### src/rtl/fft_pkg.sv
// Shared constants and FSM state type for the FFT peak detector.
// Holds default widths (DATA_W, BIN_W, PWR_W) and the frame state enum.
package fft_pkg;
  localparam int DATA_W = 18;
  localparam int BIN_W  = 10;
  localparam int PWR_W  = 2 * DATA_W;

  typedef enum logic {
    IDLE     = 1'b0,
    IN_FRAME = 1'b1
  } state_t;
endpackage

### src/rtl/fft_pwr_sq.sv
// Two-stage |x|^2 pipeline: squares, then sum, with valid/sop/eop/bin sideband.
// Ports: clk, rst, valid/sop/eop/bin/re/im in; pwr_valid/sop/eop/bin/data out.
module fft_pwr_sq #(
  parameter int DATA_W = 18,
  parameter int BIN_W  = 10
) (
  input  logic                     clk,
  input  logic                     rst,
  input  logic                     valid,
  input  logic                     sop,
  input  logic                     eop,
  input  logic [BIN_W-1:0]         bin,
  input  logic signed [DATA_W-1:0] re,
  input  logic signed [DATA_W-1:0] im,
  output logic                     pwr_valid,
  output logic                     pwr_sop,
  output logic                     pwr_eop,
  output logic [BIN_W-1:0]         pwr_bin,
  output logic [2*DATA_W-1:0]      pwr_data
);
  import fft_pkg::*;

  localparam int PW = 2 * DATA_W;

  logic signed [PW-1:0] re_x;
  logic signed [PW-1:0] im_x;
  logic [PW-1:0]        rr_q;
  logic [PW-1:0]        ii_q;
  logic                 v_q;
  logic                 sop_q;
  logic                 eop_q;
  logic [BIN_W-1:0]     bin_q;

  // Full-width operands: (-2^(N-1))^2 needs the extra bits.
  assign re_x = {{DATA_W{re[DATA_W-1]}}, re};
  assign im_x = {{DATA_W{im[DATA_W-1]}}, im};

  always_ff @(posedge clk) begin
    if (rst) begin
      v_q   <= 1'b0;
      sop_q <= 1'b0;
      eop_q <= 1'b0;
      bin_q <= '0;
      rr_q  <= '0;
      ii_q  <= '0;
    end else begin
      v_q <= valid;
      if (valid) begin
        sop_q <= sop;
        eop_q <= eop;
        bin_q <= bin;
        rr_q  <= $unsigned(re_x * re_x);
        ii_q  <= $unsigned(im_x * im_x);
      end
    end
  end

  always_ff @(posedge clk) begin
    if (rst) begin
      pwr_valid <= 1'b0;
      pwr_sop   <= 1'b0;
      pwr_eop   <= 1'b0;
      pwr_bin   <= '0;
      pwr_data  <= '0;
    end else begin
      pwr_valid <= v_q;
      if (v_q) begin
        pwr_sop  <= sop_q;
        pwr_eop  <= eop_q;
        pwr_bin  <= bin_q;
        pwr_data <= rr_q + ii_q;
      end
    end
  end
endmodule

### src/rtl/fft_peak_detect.sv
// Per-bin power stream and per-frame peak search over FFT source frames.
// Ports: clk, rst, src_* in, fft_pts; pwr_*, peak_*, frame_err out.
// Option: define FFT_PEAK_SKIP_DC_EN to exclude bin 0 from the peak search.
module fft_peak_detect #(
  parameter int DATA_W = fft_pkg::DATA_W,
  parameter int BIN_W  = fft_pkg::BIN_W
) (
  input  logic                     clk,
  input  logic                     rst,
  input  logic                     src_valid,
  input  logic                     src_sop,
  input  logic                     src_eop,
  input  logic signed [DATA_W-1:0] src_real,
  input  logic signed [DATA_W-1:0] src_imag,
  input  logic [BIN_W:0]           fft_pts,
  output logic                     pwr_valid,
  output logic [2*DATA_W-1:0]      pwr_data,
  output logic [BIN_W-1:0]         pwr_bin,
  output logic                     peak_valid,
  output logic [BIN_W-1:0]         peak_bin,
  output logic [2*DATA_W-1:0]      peak_pwr,
  output logic                     frame_err
);
  import fft_pkg::*;

  localparam int PW = 2 * DATA_W;
  localparam logic [BIN_W:0]   PTS_ONE = {{BIN_W{1'b0}}, 1'b1};
  localparam logic [BIN_W-1:0] BIN_ONE = {{(BIN_W-1){1'b0}}, 1'b1};

  state_t           state;
  logic [BIN_W-1:0] cnt;
  logic [BIN_W-1:0] bin_c;
  logic [BIN_W:0]   pts_q;
  logic [BIN_W:0]   pts_c;
  logic             acc;
  logic             first;
  logic             last;
  logic             good_end;
  logic             bad_end;
  logic             restart;
  logic             q_sop;
  logic             q_eop;
  logic [PW-1:0]    trk_pwr;
  logic [PW-1:0]    cand_pwr;
  logic [BIN_W-1:0] trk_bin;
  logic [BIN_W-1:0] cand_bin;

  always_comb begin
    acc   = 1'b0;
    first = 1'b0;
    bin_c = cnt;
    pts_c = pts_q;
    unique case (1'b1)
      src_valid & src_sop: begin
        acc   = 1'b1;
        first = 1'b1;
        bin_c = '0;
        pts_c = fft_pts;
      end
      src_valid & ~src_sop & (state == IN_FRAME): acc = 1'b1;
      default: ;
    endcase
  end

  assign last     = ({1'b0, bin_c} == pts_c - PTS_ONE);
  assign good_end = acc & src_eop & last;
  // eop early, or last bin without eop
  assign bad_end  = acc & (src_eop ^ last);
  assign restart  = src_valid & src_sop & (state == IN_FRAME);

  always_ff @(posedge clk) begin
    if (rst) begin
      state     <= IDLE;
      cnt       <= '0;
      pts_q     <= '0;
      frame_err <= 1'b0;
    end else begin
      frame_err <= restart | bad_end;
      if (acc) begin
        pts_q <= pts_c;
        if (src_eop | last) begin
          state <= IDLE;
        end else begin
          state <= IN_FRAME;
          cnt   <= bin_c + BIN_ONE;
        end
      end
    end
  end

  fft_pwr_sq #(
    .DATA_W (DATA_W),
    .BIN_W  (BIN_W)
  ) u_sq (
    .clk       (clk),
    .rst       (rst),
    .valid     (acc),
    .sop       (first),
    .eop       (good_end),
    .bin       (bin_c),
    .re        (src_real),
    .im        (src_imag),
    .pwr_valid (pwr_valid),
    .pwr_sop   (q_sop),
    .pwr_eop   (q_eop),
    .pwr_bin   (pwr_bin),
    .pwr_data  (pwr_data)
  );

  // Strict '>' keeps the lowest bin on ties.
  always_comb begin
    cand_pwr = trk_pwr;
    cand_bin = trk_bin;
    if (q_sop) begin
`ifdef FFT_PEAK_SKIP_DC_EN
      cand_pwr = '0;
      cand_bin = '0;
`else
      cand_pwr = pwr_data;
      cand_bin = pwr_bin;
`endif
    end else if (pwr_data > trk_pwr) begin
      cand_pwr = pwr_data;
      cand_bin = pwr_bin;
    end
  end

  always_ff @(posedge clk) begin
    if (rst) begin
      trk_pwr    <= '0;
      trk_bin    <= '0;
      peak_valid <= 1'b0;
      peak_bin   <= '0;
      peak_pwr   <= '0;
    end else begin
      peak_valid <= pwr_valid & q_eop;
      if (pwr_valid) begin
        trk_pwr <= cand_pwr;
        trk_bin <= cand_bin;
        if (q_eop) begin
          peak_bin <= cand_bin;
          peak_pwr <= cand_pwr;
        end
      end
    end
  end
endmodule

### config.mk
export PLATFORM = sky130hd
export DESIGN_NAME = fft_peak_detect
export DESIGN_NICKNAME = d
export VERILOG_FILES = /design/src/rtl/fft_pkg.sv /design/src/rtl/fft_pwr_sq.sv /design/src/rtl/fft_peak_detect.sv
export SDC_FILE = /design/constraint.sdc
export NUM_CORES = 2
export LEC_CHECK = 0
export CORE_MARGIN = 3
export CORE_UTILIZATION = 55
export CTS_CLUSTER_SIZE = 10
export DETAILED_ROUTE_END_ITERATION = 6
export PLACE_DENSITY = 0.73
export SLEW_MARGIN = 20
export SYNTH_ARGS = -nofsm -noshare
export SYNTH_HDL_FRONTEND = slang
export SYNTH_SLANG_ARGS = --single-unit
### constraint.sdc
create_clock -name clk -period 8.85 [get_ports clk]
set_input_delay 1.3275 -clock clk [delete_from_list [all_inputs] [get_ports clk]]
set_output_delay 1.3275 -clock clk [all_outputs]
set_load 0.05 [all_outputs]
==> results.toml <==
[cells_and_area]
fin_util_pct = 60.8
nFillCells = 5400
area_growth_pct = 8.77
multi_input_area_mm2 = 0.0257
stdcell_area_mm2 = 0.0377
layout-drive-gt1-share_pct = 2.87
ff_latch_area_mm2 = 0.00497
fin_nets = 4960

[clocking]
cts_inserted_buffers = 29
cts_setup_buffers = 0
tritoncts = "done"
cts.repair.resized = 0
cts_num_sinks = 248
clk_pin_slew_worst_paths_ps = 60
clockRootBuffer = "clkbuf_16"
holdBufCountCts = 0
htree_levels = 1
clk_path_buf_depth = 3
clkLatencyLatePin_ps = 530

[global_routing]
antenna_found_initial = 1
grt_pass1_vias = 26900
grt_max_degree = 94
grt-ovfl-total = 0
track_usage_pct = 25.0
grt_pass1_wl_mm = 137

[yosys]
synth_top_family_by_area = "adder cells"
ys_seq_elements = 248
muxShareOfSynthArea_pct = 2.58
yosysUniqueCellTypes = 75
synth_top_cell_by_area = "fa_1"
syn-num-nets = 4908
seq_area_frac_synth_pct = 14.3
post-synth-top-count-cell = "inv_1"
synth_xor_area_share_pct = 3.18
synthTopCellsByCount = "897 x inv_1, 586 x fa_1, 475 x nand2_1"
ys_warn_count = 0
synthCells = 3983
synth_compound_area_share_pct = 9.49
synth_area_per_cell_um2 = 8.70
synth_fa_ha_area_share_pct = 44.2
netlist_top_cells_area = "fa_1 34%, dfxtp_1 14%, ha_1 10%"
synthArstFlopShare_pct = 0
mappedNetlistArea_mm2 = 0.0347
yosys_most_used_dff = "dfxtp_1"
synth_edf_count = 0
yosys.area_share.simple_pct = 14.5
yosysTopAreaCellShare_pct = 33.8

[floorplan]
ios = 147
initial_core_util_pct = 55.9
dieArea_mm2 = 0.0661
die_w_um = 257
die_y_um = 257
coreArea_mm2 = 0.0621
std_cell_rows = 91

[drt]
drt_wl_total_mm = 81.0
viasPerCell = 5.41
vias = 26400
drt_first_pass_iters = 5
drt_iter0_drc = 1894
postRouteAntennaNets = 0
drc = 0
post_drt_wl_per_cell_um = 16.6

[timing]
hold_viol_final = 0
relSlewSlack_pct = 35.7
setup_slack_ps = 979
slew_violations = 0
tns_ps = 0
setup_viol = 0
period_share_pct = 88.9
min_period_ps = 7870
rsz0062_at_grt = "no"
clock.fmax_ghz = 0.127
worst_slew_pin_slew_ps = 964
skew_ps = 11.1

[place]
placed_area_mm2 = 0.0369
gp_congestion = 0.894
pre_cts_ws_ps = 583
dp_hpwl_mm = 64.8
numPortBuffers = 146

[setup_path]
cp-endpoint = "u_sq.ii_q[35]"
worstReg2RegStart = "u_sq.pwr_data[31]"
r2r_end = "trk_pwr[24]"
critPathLaunch = "src_imag[17]"
worstPathArrival_ps = 8300
r2r_setup_slack_ps = 5330
worst_setup_path_start_kind = "input port"
worstPathMaxFanout = 9
cp-end-kind = "flip-flop"
required_ps = 9280
criticalPathCategory = "in -> reg"
r2r_cells = 9

[hold_path]
hp-class = "reg -> reg"

[outcome]
outcome = "completed"

[run]
cap_violations = 0
through the flow:
step,hold WS (ps),cells
2_1_floorplan,432,3983
3_3_place_gp,443,4841
3_5_place_dp,448,4841
4_1_cts,454,4875
5_1_grt,476,4876
6_report,454,4876
cells in the final DEF, fill, tap and decap left out, drive strengths merged, types with 6 or more instances in the layout:
cell / netlist / final
fa: 586 / 586
inv: 897 / 897
nor3b: 6 / 6
nand3b: 6 / 6
clkdlybuf4s50: 0 / 145
nor4b: 7 / 7
a31oi: 25 / 25
nand2b: 19 / 19
mux2i: 87 / 87
dfxtp: 248 / 248
nand2: 475 / 475
o21ai: 62 / 62
a211o: 6 / 6
o211ai: 49 / 49
a21o: 50 / 50
buf: 22 / 58
ha: 287 / 287
nor2: 160 / 160
and2: 84 / 84
a21oi: 158 / 158
nand3: 41 / 41
o21bai: 7 / 7
nand4: 29 / 29
clkbuf: 160 / 31
xor2: 41 / 41
xnor2: 85 / 85
nor4: 51 / 51
or3: 59 / 59
o311ai: 8 / 8
a31o: 9 / 9
a211oi: 68 / 68
o21a: 11 / 11
nor3: 82 / 82
nor2b: 20 / 20
and3: 10 / 10
worst min-delay path by stage:
stage	startpoint	to	slack [ps]	cells after the start
CTS	u_sq.bin_q[8]	u_sq.bin_q[8]	450	2
detailed placement	u_sq.bin_q[8]	u_sq.bin_q[8]	450	2
finish	u_sq.bin_q[8]	u_sq.bin_q[8]	450	2
floorplan	u_sq.eop_q	u_sq.eop_q	430	2
global route	u_sq.bin_q[2]	u_sq.bin_q[2]	480	2
global placement	u_sq.rr_q[26]	u_sq.rr_q[26]	440	2
worst max-delay path, cell delays in order:
cell	delay, ps
clkdlybuf4s50_1	670
nand2_1	280
inv_1	90
fa_1	590
inv_1	130
fa_1	530
inv_1	70
ha_1	450
inv_1	260
fa_1	530
inv_1	50
fa_1	530
inv_1	50
fa_1	470
inv_1	40
ha_1	330
a21oi_1	140
o21ai_0	140
a211oi_1	240
o21ai_0	160
a311oi_1	530
o21ai_1	210
nand4_1	160
a21oi_1	70
nor4b_1	240
area by class of cell:
type / count / share of cell area [%]
clock inverters: 3 / 0.106
well taps: 837 / 2.78
flip-flops and latches: 248 / 13.2
diodes: 1 / 0.00664
inverters: 897 / 8.94
clock buffers: 31 / 1.94
repair buffers: 203 / 5.00
multi-input cells: 2656 / 68.1
state kept, by name (all words and copies together), names as in the netlist, 11 cells and up:
register,flops
u_sq.pwr_data,36
pts_q,11
peak_pwr,36
u_sq.ii_q,35
u_sq.rr_q,35
trk_pwr,36
metal layers:
metal | wire, um | track usage (%) | part of all wire [%] | up-vias
li1 | - | - | - | 12600
met1 | 36600 | 35.7 | 45 | 13000
met5 | 0 | 0 | 0 | -
met3 | 4260 | 2.34 | 5.3 | 94
met4 | 1610 | 4.87 | 2.0 | 0
met2 | 38500 | 42.1 | 48 | 696
kinds of logic after synthesis:
| logic type | Yosys count |
|---|---|
| buf+inv | 1079 |
| simple gates | 1068 |
| fa+ha+maj | 873 |
| compound gates | 501 |
| flops | 248 |
| xor+xnor | 126 |
| mux | 88 |
Power is not shown: default switching activity piles up to over one toggle a cycle in this logic, so the estimate is an artifact.
